File: config.mk
export PLATFORM = sky130hd
export DESIGN_NAME = frame_mem_port_scheduler_flat
export DESIGN_NICKNAME = d
export VERILOG_FILES = /design/src/rtl/frame_mem_port_scheduler_if.sv /design/src/rtl/frame_mem_port_scheduler.sv /design/src/flat_wrapper.sv
export SDC_FILE = /design/constraint.sdc
export NUM_CORES = 1
export LEC_CHECK = 0
export CORE_ASPECT_RATIO = 1.5
export CORE_UTILIZATION = 35
export DETAILED_ROUTE_END_ITERATION = 10
export HOLD_SLACK_MARGIN = 0.05
export SLEW_MARGIN = 15
export SYNTH_ARGS = -nofsm -noshare
export SYNTH_HDL_FRONTEND = slang
export SYNTH_SLANG_ARGS = --single-unit
File: constraint.sdc
create_clock -name IwClk -period 3.8 [get_ports IwClk]
set_clock_uncertainty 0.05 [all_clocks]
set_input_delay 0.38 -clock IwClk [delete_from_list [all_inputs] [get_ports IwClk]]
set_output_delay 0.38 -clock IwClk [all_outputs]
set_load 0.01 [all_outputs]
File: src/rtl/frame_mem_port_scheduler_if.sv
// Bundle of the receiver, scanout and frame-memory signals around frame_mem_port_scheduler.
// master = environment (receiver, scanout, RAM model); slave = the scheduler.
interface frame_mem_port_scheduler_if #(
    parameter int ADDR_W     = 16,
    parameter int DATA_W     = 16,
    parameter int FIFO_DEPTH = 8
);
    localparam int LVL_W = $clog2(FIFO_DEPTH) + 1;

    logic              IwWrReq;
    logic [ADDR_W-1:0] IbWrAddr;
    logic [DATA_W-1:0] IbWrData;
    logic [LVL_W-1:0]  ObFifoLevel;
    logic              OwOverflow;
    logic              IwRdReq;
    logic [ADDR_W-1:0] IbRdAddr;
    logic [DATA_W-1:0] ObRdData;
    logic              OwRdValid;
    logic              IwClearReq;
    logic [DATA_W-1:0] IbClearColor;
    logic              OwClearBusy;
    logic [ADDR_W-1:0] ObMemAddr;
    logic [DATA_W-1:0] ObMemWData;
    logic              OwMemWE;
    logic              OwMemRE;
    logic [DATA_W-1:0] IbMemRData;

    modport master (
        output IwWrReq, IbWrAddr, IbWrData, IwRdReq, IbRdAddr,
               IwClearReq, IbClearColor, IbMemRData,
        input  ObFifoLevel, OwOverflow, ObRdData, OwRdValid, OwClearBusy,
               ObMemAddr, ObMemWData, OwMemWE, OwMemRE
    );

    modport slave (
        input  IwWrReq, IbWrAddr, IbWrData, IwRdReq, IbRdAddr,
               IwClearReq, IbClearColor, IbMemRData,
        output ObFifoLevel, OwOverflow, ObRdData, OwRdValid, OwClearBusy,
               ObMemAddr, ObMemWData, OwMemWE, OwMemRE
    );
endinterface

File: src/rtl/frame_mem_port_scheduler.sv
// Single-port frame memory owner: scanout reads > buffered pixel writes > frame fill.
// Optional fill engine built only when FRAME_FILL_EN is defined.
module frame_mem_port_scheduler #(
    parameter int ADDR_W     = 16,
    parameter int DATA_W     = 16,
    parameter int FIFO_DEPTH = 8,
    parameter int FB_PIXELS  = 38400
) (
    input  logic IwClk,
    input  logic IwRstn,
    frame_mem_port_scheduler_if.slave bus
);
    localparam int PTR_W = $clog2(FIFO_DEPTH);
    localparam int LVL_W = PTR_W + 1;
    localparam logic [ADDR_W-1:0] LAST_PIX = ADDR_W'(FB_PIXELS - 1);
    localparam logic [LVL_W-1:0]  FULL_LVL = LVL_W'(FIFO_DEPTH);

    logic [ADDR_W-1:0] fifo_addr_q [FIFO_DEPTH];
    logic [DATA_W-1:0] fifo_data_q [FIFO_DEPTH];
    logic [PTR_W-1:0]  wr_ptr_q, wr_ptr_d, rd_ptr_q, rd_ptr_d;
    logic [LVL_W-1:0]  level_q, level_d;
    logic              overflow_q, overflow_d;

    logic [ADDR_W-1:0] mem_addr_q, mem_addr_d;
    logic [DATA_W-1:0] mem_wdata_q, mem_wdata_d;
    logic              mem_we_q, mem_we_d, mem_re_q, mem_re_d;
    logic              rd_pend_q, rd_pend_d, rd_valid_q, rd_valid_d;
    logic [DATA_W-1:0] rd_data_q, rd_data_d;
    logic              clear_busy_q, clear_busy_d;

    logic              full, empty, push, pop;
    logic [ADDR_W-1:0] head_addr;
    logic [DATA_W-1:0] head_data;
    logic              fill_active;
    logic [ADDR_W-1:0] fill_addr;
    logic [DATA_W-1:0] fill_data;

    assign full      = (level_q == FULL_LVL);
    assign empty     = (level_q == '0);
    assign head_addr = fifo_addr_q[rd_ptr_q];
    assign head_data = fifo_data_q[rd_ptr_q];
    assign push      = bus.IwWrReq && !full;
    // The FIFO is frozen while the fill owns the write slot.
    assign pop       = !bus.IwRdReq && !fill_active && !empty;

`ifdef FRAME_FILL_EN
    typedef enum logic [1:0] {S_IDLE, S_DRAIN, S_FILL} state_e;

    state_e            state_q, state_d;
    logic [15:0]       fill_cnt_q, fill_cnt_d;
    logic [DATA_W-1:0] color_q, color_d;

    assign fill_active = (state_q == S_FILL);
    assign fill_addr   = ADDR_W'(fill_cnt_q);
    assign fill_data   = color_q;

    always_comb begin
        state_d      = state_q;
        fill_cnt_d   = fill_cnt_q;
        color_d      = color_q;
        clear_busy_d = clear_busy_q;
        unique case (state_q)
            S_IDLE: if (bus.IwClearReq) begin
                state_d      = S_DRAIN;
                color_d      = bus.IbClearColor;
                fill_cnt_d   = '0;
                clear_busy_d = 1'b1;
            end
            S_DRAIN: if (empty) state_d = S_FILL;
            S_FILL: if (!bus.IwRdReq) begin
                if (fill_addr == LAST_PIX) begin
                    state_d      = S_IDLE;
                    fill_cnt_d   = '0;
                    clear_busy_d = 1'b0;
                end else begin
                    fill_cnt_d = fill_cnt_q + 16'd1;
                end
            end
            default: state_d = S_IDLE;
        endcase
    end

    always_ff @(posedge IwClk or negedge IwRstn) begin
        if (!IwRstn) begin
            state_q    <= S_IDLE;
            fill_cnt_q <= '0;
            color_q    <= '0;
        end else begin
            state_q    <= state_d;
            fill_cnt_q <= fill_cnt_d;
            color_q    <= color_d;
        end
    end
`else
    logic unused_clear;

    assign fill_active  = 1'b0;
    assign fill_addr    = '0;
    assign fill_data    = '0;
    assign clear_busy_d = 1'b0;
    assign unused_clear = ^{bus.IwClearReq, bus.IbClearColor};
`endif

    always_comb begin
        wr_ptr_d    = wr_ptr_q + PTR_W'(push);
        rd_ptr_d    = rd_ptr_q + PTR_W'(pop);
        level_d     = level_q + LVL_W'(push) - LVL_W'(pop);
        overflow_d  = overflow_q | (bus.IwWrReq && full);
        mem_addr_d  = mem_addr_q;
        mem_wdata_d = mem_wdata_q;
        mem_we_d    = 1'b0;
        mem_re_d    = 1'b0;
        if (bus.IwRdReq) begin
            mem_re_d   = 1'b1;
            mem_addr_d = bus.IbRdAddr;
        end else if (pop) begin
            // Out-of-range entries are consumed silently.
            if (head_addr <= LAST_PIX) begin
                mem_we_d    = 1'b1;
                mem_addr_d  = head_addr;
                mem_wdata_d = head_data;
            end
        end else if (fill_active) begin
            mem_we_d    = 1'b1;
            mem_addr_d  = fill_addr;
            mem_wdata_d = fill_data;
        end
        // RAM returns data one cycle after RE; capture it one cycle later still.
        rd_pend_d  = mem_re_q;
        rd_valid_d = rd_pend_q;
        rd_data_d  = rd_pend_q ? bus.IbMemRData : rd_data_q;
    end

    always_ff @(posedge IwClk) begin
        if (push) begin
            fifo_addr_q[wr_ptr_q] <= bus.IbWrAddr;
            fifo_data_q[wr_ptr_q] <= bus.IbWrData;
        end
    end

    always_ff @(posedge IwClk or negedge IwRstn) begin
        if (!IwRstn) begin
            wr_ptr_q     <= '0;
            rd_ptr_q     <= '0;
            level_q      <= '0;
            overflow_q   <= 1'b0;
            mem_addr_q   <= '0;
            mem_wdata_q  <= '0;
            mem_we_q     <= 1'b0;
            mem_re_q     <= 1'b0;
            rd_pend_q    <= 1'b0;
            rd_valid_q   <= 1'b0;
            rd_data_q    <= '0;
            clear_busy_q <= 1'b0;
        end else begin
            wr_ptr_q     <= wr_ptr_d;
            rd_ptr_q     <= rd_ptr_d;
            level_q      <= level_d;
            overflow_q   <= overflow_d;
            mem_addr_q   <= mem_addr_d;
            mem_wdata_q  <= mem_wdata_d;
            mem_we_q     <= mem_we_d;
            mem_re_q     <= mem_re_d;
            rd_pend_q    <= rd_pend_d;
            rd_valid_q   <= rd_valid_d;
            rd_data_q    <= rd_data_d;
            clear_busy_q <= clear_busy_d;
        end
    end

    assign bus.ObFifoLevel = level_q;
    assign bus.OwOverflow  = overflow_q;
    assign bus.ObRdData    = rd_data_q;
    assign bus.OwRdValid   = rd_valid_q;
    assign bus.OwClearBusy = clear_busy_q;
    assign bus.ObMemAddr   = mem_addr_q;
    assign bus.ObMemWData  = mem_wdata_q;
    assign bus.OwMemWE     = mem_we_q;
    assign bus.OwMemRE     = mem_re_q;
endmodule

File: src/flat_wrapper.sv
// flat-port wrapper written by rule: the top's interface ports become plain ports
module frame_mem_port_scheduler_flat 
#(
    parameter int ADDR_W     = 16,
    parameter int DATA_W     = 16,
    parameter int FIFO_DEPTH = 8,
    parameter int FB_PIXELS  = 38400
)
  (IwClk, IwRstn, bus_IwWrReq, bus_IbWrAddr, bus_IbWrData, bus_IwRdReq, bus_IbRdAddr, bus_IwClearReq, bus_IbClearColor, bus_IbMemRData, bus_ObFifoLevel, bus_OwOverflow, bus_ObRdData, bus_OwRdValid, bus_OwClearBusy, bus_ObMemAddr, bus_ObMemWData, bus_OwMemWE, bus_OwMemRE);
  frame_mem_port_scheduler_if #(.ADDR_W(ADDR_W), .DATA_W(DATA_W), .FIFO_DEPTH(FIFO_DEPTH)) bus_i ();
  input  logic IwClk;
  input  logic IwRstn;
  input wire logic [$bits(bus_i.IwWrReq)-1:0] bus_IwWrReq;
  input wire logic [$bits(bus_i.IbWrAddr)-1:0] bus_IbWrAddr;
  input wire logic [$bits(bus_i.IbWrData)-1:0] bus_IbWrData;
  input wire logic [$bits(bus_i.IwRdReq)-1:0] bus_IwRdReq;
  input wire logic [$bits(bus_i.IbRdAddr)-1:0] bus_IbRdAddr;
  input wire logic [$bits(bus_i.IwClearReq)-1:0] bus_IwClearReq;
  input wire logic [$bits(bus_i.IbClearColor)-1:0] bus_IbClearColor;
  input wire logic [$bits(bus_i.IbMemRData)-1:0] bus_IbMemRData;
  output wire logic [$bits(bus_i.ObFifoLevel)-1:0] bus_ObFifoLevel;
  output wire logic [$bits(bus_i.OwOverflow)-1:0] bus_OwOverflow;
  output wire logic [$bits(bus_i.ObRdData)-1:0] bus_ObRdData;
  output wire logic [$bits(bus_i.OwRdValid)-1:0] bus_OwRdValid;
  output wire logic [$bits(bus_i.OwClearBusy)-1:0] bus_OwClearBusy;
  output wire logic [$bits(bus_i.ObMemAddr)-1:0] bus_ObMemAddr;
  output wire logic [$bits(bus_i.ObMemWData)-1:0] bus_ObMemWData;
  output wire logic [$bits(bus_i.OwMemWE)-1:0] bus_OwMemWE;
  output wire logic [$bits(bus_i.OwMemRE)-1:0] bus_OwMemRE;
  assign bus_i.IwWrReq = bus_IwWrReq;
  assign bus_i.IbWrAddr = bus_IbWrAddr;
  assign bus_i.IbWrData = bus_IbWrData;
  assign bus_i.IwRdReq = bus_IwRdReq;
  assign bus_i.IbRdAddr = bus_IbRdAddr;
  assign bus_i.IwClearReq = bus_IwClearReq;
  assign bus_i.IbClearColor = bus_IbClearColor;
  assign bus_i.IbMemRData = bus_IbMemRData;
  assign bus_ObFifoLevel = bus_i.ObFifoLevel;
  assign bus_OwOverflow = bus_i.OwOverflow;
  assign bus_ObRdData = bus_i.ObRdData;
  assign bus_OwRdValid = bus_i.OwRdValid;
  assign bus_OwClearBusy = bus_i.OwClearBusy;
  assign bus_ObMemAddr = bus_i.ObMemAddr;
  assign bus_ObMemWData = bus_i.ObMemWData;
  assign bus_OwMemWE = bus_i.OwMemWE;
  assign bus_OwMemRE = bus_i.OwMemRE;
  frame_mem_port_scheduler #(.ADDR_W(ADDR_W), .DATA_W(DATA_W), .FIFO_DEPTH(FIFO_DEPTH), .FB_PIXELS(FB_PIXELS)) u_core (.IwClk(IwClk), .IwRstn(IwRstn), .bus(bus_i));
endmodule
After elaboration in Yosys (flattened, before gate mapping)
Memories as Yosys holds them, arrays and structs flattened. A register that Yosys moved wholly into a read port is not among the register bits. Cells that the tools add are included. Widths: inputs -> output; s select.

Flip-flop bits (word level): 47. Bits in writable memories: 256. Memories: 2. Logic and storage cells: 41. Output and inout bits: 57.

Memory list: u_core.fifo_addr_q (depth 8, bits a word 16, rd ports 1, clocked after memory_dff 0, write ports 1, line frame_mem_port_scheduler.sv:18) `logic [ADDR_W-1:0] fifo_addr_q [FIFO_DEPTH];`; u_core.fifo_data_q (depth 8, bits a word 16, rd ports 1, clocked after memory_dff 1, write ports 1, line frame_mem_port_scheduler.sv:19) `logic [DATA_W-1:0] fifo_data_q [FIFO_DEPTH];`.

Magnitude comparators: 1. Equality and inequality tests: 1. Muxes and demuxes: 9. Bitwise gates (word level): 2. Reductions and logical operators: 12. Add/subtract/negate cells: 4.

Operators by type and width (number): $mux 16 (3); $le 16x16->1 const B (1); $add 3x1->3 (2); $mux 1 (6); $add 4x1->4 (1); $eq 4x4->1 const B (1); $logic_not 1->1 (4); $logic_not 4->1 (1); $reduce_bool 2->1 (2); $sub 4x1->4 (1); $logic_and 1x1->1 (3); $reduce_and 3->1 (1); $reduce_and 2->1 (1); $not 1->1 (1); $or 1x1->1 (1).

Logic depth before layout (Yosys ltp)
Depth after elaboration: 5. Mapped depth: 10. Depth with buffers taken out: 10.

Worst setup path before layout
OpenSTA, ideal clock, no wires.

Path type: reg-to-reg. From: register u_core.level_q[2], in the netlist u_core.bus.ObFifoLevel[2]. To: memory u_core.fifo_addr_q[0][0] (enable). Data required time: 3.289 ns. Arrival: 3.365 ns. Setup time: 0.461 ns. Path slack: -0.076 ns. Cell stages (with the launch flop): 6. Path buffers: 0. Path through: dfrtp_1 -> inv_1 -> ha_1 -> a21boi_0 -> nand2b_1 -> nor3_1.

Longest elaborated chain between the ends: 5.

Ends and longest elaborated chain: start: declaration (line frame_mem_port_scheduler.sv:21) `logic [LVL_W-1:0] level_q, level_d;`; start signal: assignment (line frame_mem_port_scheduler.sv:158) `level_q <= level_d;`; $eq 4x4->1 (line frame_mem_port_scheduler.sv:38) `assign full = (level_q == FULL_LVL);`; $logic_not 1->1 (line frame_mem_port_scheduler.sv:42) `assign push = bus.IwWrReq && !full;`; $logic_and 1x1->1 (line frame_mem_port_scheduler.sv:42); $mux 1 (line frame_mem_port_scheduler.sv:135) `if (push) begin`; $mux 1 (not written as such) (line frame_mem_port_scheduler.sv:136) `fifo_addr_q[wr_ptr_q] <= bus.IbWrAddr;`; end: declaration (line frame_mem_port_scheduler.sv:18).

No other way between the ends.

Final worst setup path
From: register u_core.rd_ptr_q[2]. To: register u_core.mem_wdata_q[7], in the netlist u_core.bus.ObMemWData[7], read port of u_core.fifo_data_q.

Longest elaborated chain between the ends: 3.

Ends and longest elaborated chain: start: declaration (line frame_mem_port_scheduler.sv:20) `logic [PTR_W-1:0] wr_ptr_q, wr_ptr_d, rd_ptr_q, rd_ptr_d;`; start signal: assignment (line frame_mem_port_scheduler.sv:157) `rd_ptr_q <= rd_ptr_d;`; $mem_v2 8x16; $le 16x16->1 (line frame_mem_port_scheduler.sv:118) `if (head_addr <= LAST_PIX) begin`; $reduce_and 3->1 (no line); end: declaration (line frame_mem_port_scheduler.sv:25) `logic [DATA_W-1:0] mem_wdata_q, mem_wdata_d;`.

Several ways; a longest one is shown, not always the timed one. A chain may end at the register's enable or synchronous reset.

==> impl_metrics.py <==
metrics = {
    "final_layout": {
        "finish.instance_area_um2": 15490,
        "n_antenna_cell": 0,
        "post_route_cells_drive_above_1_share": 0.2450,
        "area_growth_pct": 23.76,
        "final_core_utilization": 0.4413,
        "total_nets_final": 872,
    },
    "floorplan": {
        "core-area_um2": 35100,
        "die_area_um2": 36540,
        "floorplan.die.width_um": 156.4,
        "initial_utilization": 0.3566,
        "die-height_um": 233.6,
        "io_pins": 142,
        "std_cell_rows": 84,
    },
    "drt": {
        "drt_drc_violations_left": 0,
        "ant_nets": 0,
        "vias": 6260,
        "drt_first_pass_iters": 4,
        "drt-initial-drc-count": 376,
        "highest-signal-layer": "met4",
        "drt-vias-per-instance": 4.918,
        "drt-met1-wl_mm": 10.61,
        "wl_per_cell_um": 20.29,
        "met2RoutedLength_mm": 13.16,
        "met3RoutedLength_mm": 1.500,
        "drt_wl_total_mm": 25.83,
    },
    "timing": {
        "finalWorstPathRequiredPeriod_ns": 2.987,
        "timing.final.max_slew_violations": 0,
        "rsz_0062_raised_after_global_routing": "no",
        "timing_hold_violations_final": 0,
        "max_clock_freq_ghz": 0.3348,
        "timing.max_slew.rel_slack": 0.3810,
        "setup_viol": 0,
        "layout_worst_path_cycle_share": 0.7860,
        "totalNegativeSetupSlack_ns": 0,
        "slew_worst_pin_ns": 0.9286,
        "setup_ws_ns": 0.8132,
    },
    "placed_design": {
        "placement.cell_area_um2": 14470,
        "dpl_worst_slack_ns": 0.8185,
        "port-buffer-count": 123,
        "hpwlAfterDp_mm": 15.96,
        "gp_routability_congestion": 0.7035,
    },
    "clocking": {
        "h-tree-depth": 1,
        "cts_clock_pin_slew_for_the_worst_setup_and_hold_paths_ns": 0.06,
        "insertion_delay_ns": 0.56,
        "cts_setup_buffers": 0,
        "cts_tree": "yes",
        "max-clock-path-buffers": 3,
        "clock_sinks": 319,
        "cts_root_buf": "sky130_fd_sc_hd__clkbuf_16",
        "cts_hold_fix_bufs": 1,
        "cts_inserted_buffers": 31,
        "cts.repair.resized": 0,
    },
    "critical_path": {
        "highest_cell_delay_on_the_worst_timing_path_ns": 0.72,
        "cp_max_fo": 33,
        "crit_chain": "buf_4 -> or3_1 -> a21oi_1 -> nand3_1 -> o21ai_4 -> buf_12 -> mux2_2",
        "critical_path_arrival_ns": 3.38,
        "slowest_stage": "sky130_fd_sc_hd__dfrtp_2",
        "startpoint_type": "register",
        "data_required_time_of_the_worst_path_ns": 4.19,
        "path_class": "register to register",
        "timing.critical_path.to_type": "register",
        "r2r_setup_slack_ns": 0.81,
    },
    "global_routing": {
        "final_global_route_overflow_total": 0,
        "grt_first_pass_wirelength_mm": 39.17,
        "number_of_global_route_vias_before_repair": 6670,
        "globalRouteTotalUtil": 0.1444,
        "grt_antenna_before_repair": 0,
        "grt_start_max_net_pins": 64,
    },
    "power_and_ir_drop": {
        "power.net_switching_mw": 3.566,
        "max-vdd-ir-drop_mv": 0.4187,
        "share_seq_of_total_power": 0.409,
        "power.switching_fraction": 0.2985,
        "p_leak_nw": 5.318,
        "clockPowerShare": 0.254,
        "comb_power_share": 0.337,
        "cellPowerDensity_nw_per_um2": 771.1,
        "cell_internal_pwr_mw": 8.379,
    },
    "job": {
        "max_cap_violations": 0,
    },
    "yosys": {
        "syn_inst": 625,
        "synth_enable_flop_cells": 256,
        "synthesized_area_per_cell_um2": 20.03,
        "postSynth.asyncResetShare": 0.1975,
        "synth-main-ff-cell": "sky130_fd_sc_hd__edfxtp_1",
        "netlist-cell-type-count": 42,
        "yosys_reg_bits": 319,
        "synth.net_count": 721,
        "synth.cell_area_um2": 12520,
        "ys_seq_area_frac": 0.7401,
        "synth-warning-count": 0,
    },
    "worst_hold_path": {
        "min-delay-path-class": "input pin to register",
    },
    "outcome": {
        "run_status": "complete, no violations",
    },
}
cell usage after synthesis, types with 2 or more instances:
master,number,share of area
sky130_fd_sc_hd__mux2i_1,15,0.012
sky130_fd_sc_hd__a21o_1,3,0.0018
sky130_fd_sc_hd__buf_2,10,0.0040
sky130_fd_sc_hd__mux4_2,62,0.11
sky130_fd_sc_hd__nor3b_1,4,0.0024
sky130_fd_sc_hd__a21oi_1,17,0.0068
sky130_fd_sc_hd__a31oi_1,13,0.0065
sky130_fd_sc_hd__o311ai_0,2,0.0014
sky130_fd_sc_hd__nor2_1,11,0.0033
sky130_fd_sc_hd__o31ai_1,12,0.0072
sky130_fd_sc_hd__mux2_2,39,0.035
sky130_fd_sc_hd__mux2_4,10,0.012
sky130_fd_sc_hd__dfrtp_1,63,0.13
sky130_fd_sc_hd__buf_4,4,0.0024
sky130_fd_sc_hd__or3_1,3,0.0015
sky130_fd_sc_hd__ha_1,10,0.010
sky130_fd_sc_hd__clkbuf_1,9,0.0027
sky130_fd_sc_hd__inv_1,11,0.0033
sky130_fd_sc_hd__nand2b_1,5,0.0025
sky130_fd_sc_hd__nand2_1,29,0.0087
sky130_fd_sc_hd__edfxtp_1,256,0.61
sky130_fd_sc_hd__mux4_1,2,0.0042
sky130_fd_sc_hd__nor3_1,6,0.0024
sky130_fd_sc_hd__xor2_1,3,0.0021
sky130_fd_sc_hd__buf_1,7,0.0021
sky130_fd_sc_hd__nor4b_1,2,0.0014
sky130_fd_sc_hd__o21ai_0,2,0.00080
kinds of logic (layout without fill, tap and decap cells):
group	count (synthesis)	after routing	synth area share
flops	319	319	0.7401
mux	128	128	0.1748
simple gates	65	65	0.02499
compound gates	54	54	0.02839
buf+inv	43	218	0.01699
fa+ha+maj	11	11	0.01160
xor+xnor	4	4	0.002799
other cells	1	1	0.0002996
stage by stage:
| stage | cells | power, mW | hold slack (ns) |
|---|---|---|---|
| floorplan | 625 | 7.571 | 0.03441 |
| global placement | 1215 | 9.004 | 0.3112 |
| detailed placement | 1215 | 9.085 | 0.3237 |
| CTS | 1273 | 12.16 | 0.3016 |
| global route | 1273 | 12.58 | 0.3228 |
| finish | 1273 | 11.95 | 0.3253 |
registers in the layout, summed over array words and instances (netlist names):
name and flops:
u_core.rd_ptr_q 3, u_core.bus.OwOverflow 1, u_core.bus.ObMemWData 16, u_core.bus.ObFifoLevel 4
u_core.bus.OwMemRE 1, u_core.bus.ObMemAddr 16, u_core.fifo_addr_q 128, u_core.bus.OwRdValid 1
u_core.rd_pend_q 1, u_core.wr_ptr_q 3, u_core.bus.ObRdData 16, u_core.fifo_data_q 128
u_core.bus.OwMemWE 1
power groups by stage:
| stage | combinational, mW | clock, mW | sequential (mW) |
|---|---|---|---|
| global placement | 4.06 | 0 | 4.94 |
| floorplan | 2.69 | 0 | 4.88 |
| CTS | 4.13 | 3.12 | 4.90 |
| global route | 4.37 | 3.24 | 4.97 |
| finish | 4.02 | 3.04 | 4.89 |
| detailed placement | 4.11 | 0 | 4.97 |
cells in the final DEF, fill, tap and decap left out, drive strengths merged, types with 2 or more instances in the layout:
| master | netlist | layout |
|---|---|---|
| a21o | 3 | 3 |
| a21oi | 17 | 17 |
| a31oi | 13 | 13 |
| buf | 23 | 27 |
| bufinv | 0 | 3 |
| clkbuf | 9 | 50 |
| clkdlybuf4s50 | 0 | 122 |
| clkinv | 0 | 3 |
| dfrtp | 63 | 63 |
| edfxtp | 256 | 256 |
| ha | 10 | 10 |
| inv | 11 | 11 |
| mux2 | 49 | 49 |
| mux2i | 15 | 15 |
| mux4 | 64 | 64 |
| nand2 | 29 | 29 |
| nand2b | 5 | 5 |
| nor2 | 12 | 12 |
| nor3 | 6 | 6 |
| nor3b | 4 | 4 |
| nor4b | 2 | 2 |
| o21ai | 3 | 3 |
| o311ai | 2 | 2 |
| o31ai | 12 | 12 |
| or3 | 4 | 4 |
| xor2 | 3 | 3 |
worst paths after layout:
| path | startpoint | depth (start not counted) | to |
|---|---|---|---|
| min in group asynchronous | IwRstn | 2 | u_core.bus.ObRdData[2] |
| min reg2reg | u_core.bus.OwMemRE | 0 | u_core.rd_pend_q |
| max reg2reg | u_core.rd_ptr_q[2] | 7 | u_core.bus.ObMemWData[7] |
| min | bus_IbRdAddr[0] | 3 | u_core.bus.ObMemAddr[0] |
| max in group asynchronous | IwRstn | 2 | u_core.rd_ptr_q[0] |
| max | u_core.rd_ptr_q[2] | 7 | u_core.bus.ObMemWData[7] |
area by class of cell:
type                            count  area (µm²)
Multi-Input combinational cell    263        3108
Fill cell                        3093       19610
Sequential cell                   319        9270
Inverter                           11       41.29
Clock buffer                       50       897.1
Tap cell                          473       591.8
Timing Repair Buffer              150        1471
Clock inverter                      7       111.4
per-layer routing:
layer  GRT usage  vias up
li1            -     2806
met1      0.1766     3240
met2      0.2588      180
met3     0.02412       34
met4     0.04442        0
met5           0        -
critical path, delay by kind of cell (launching register included):
| kind | cells | cell delay (ns) |
|---|---|---|
| simple gates | 2 | 0.57 |
| mux | 1 | 0.35 |
| flops | 1 | 0.72 |
| compound gates | 2 | 0.58 |
| buf+inv | 2 | 0.54 |
Power figures use the tool's default switching activity.
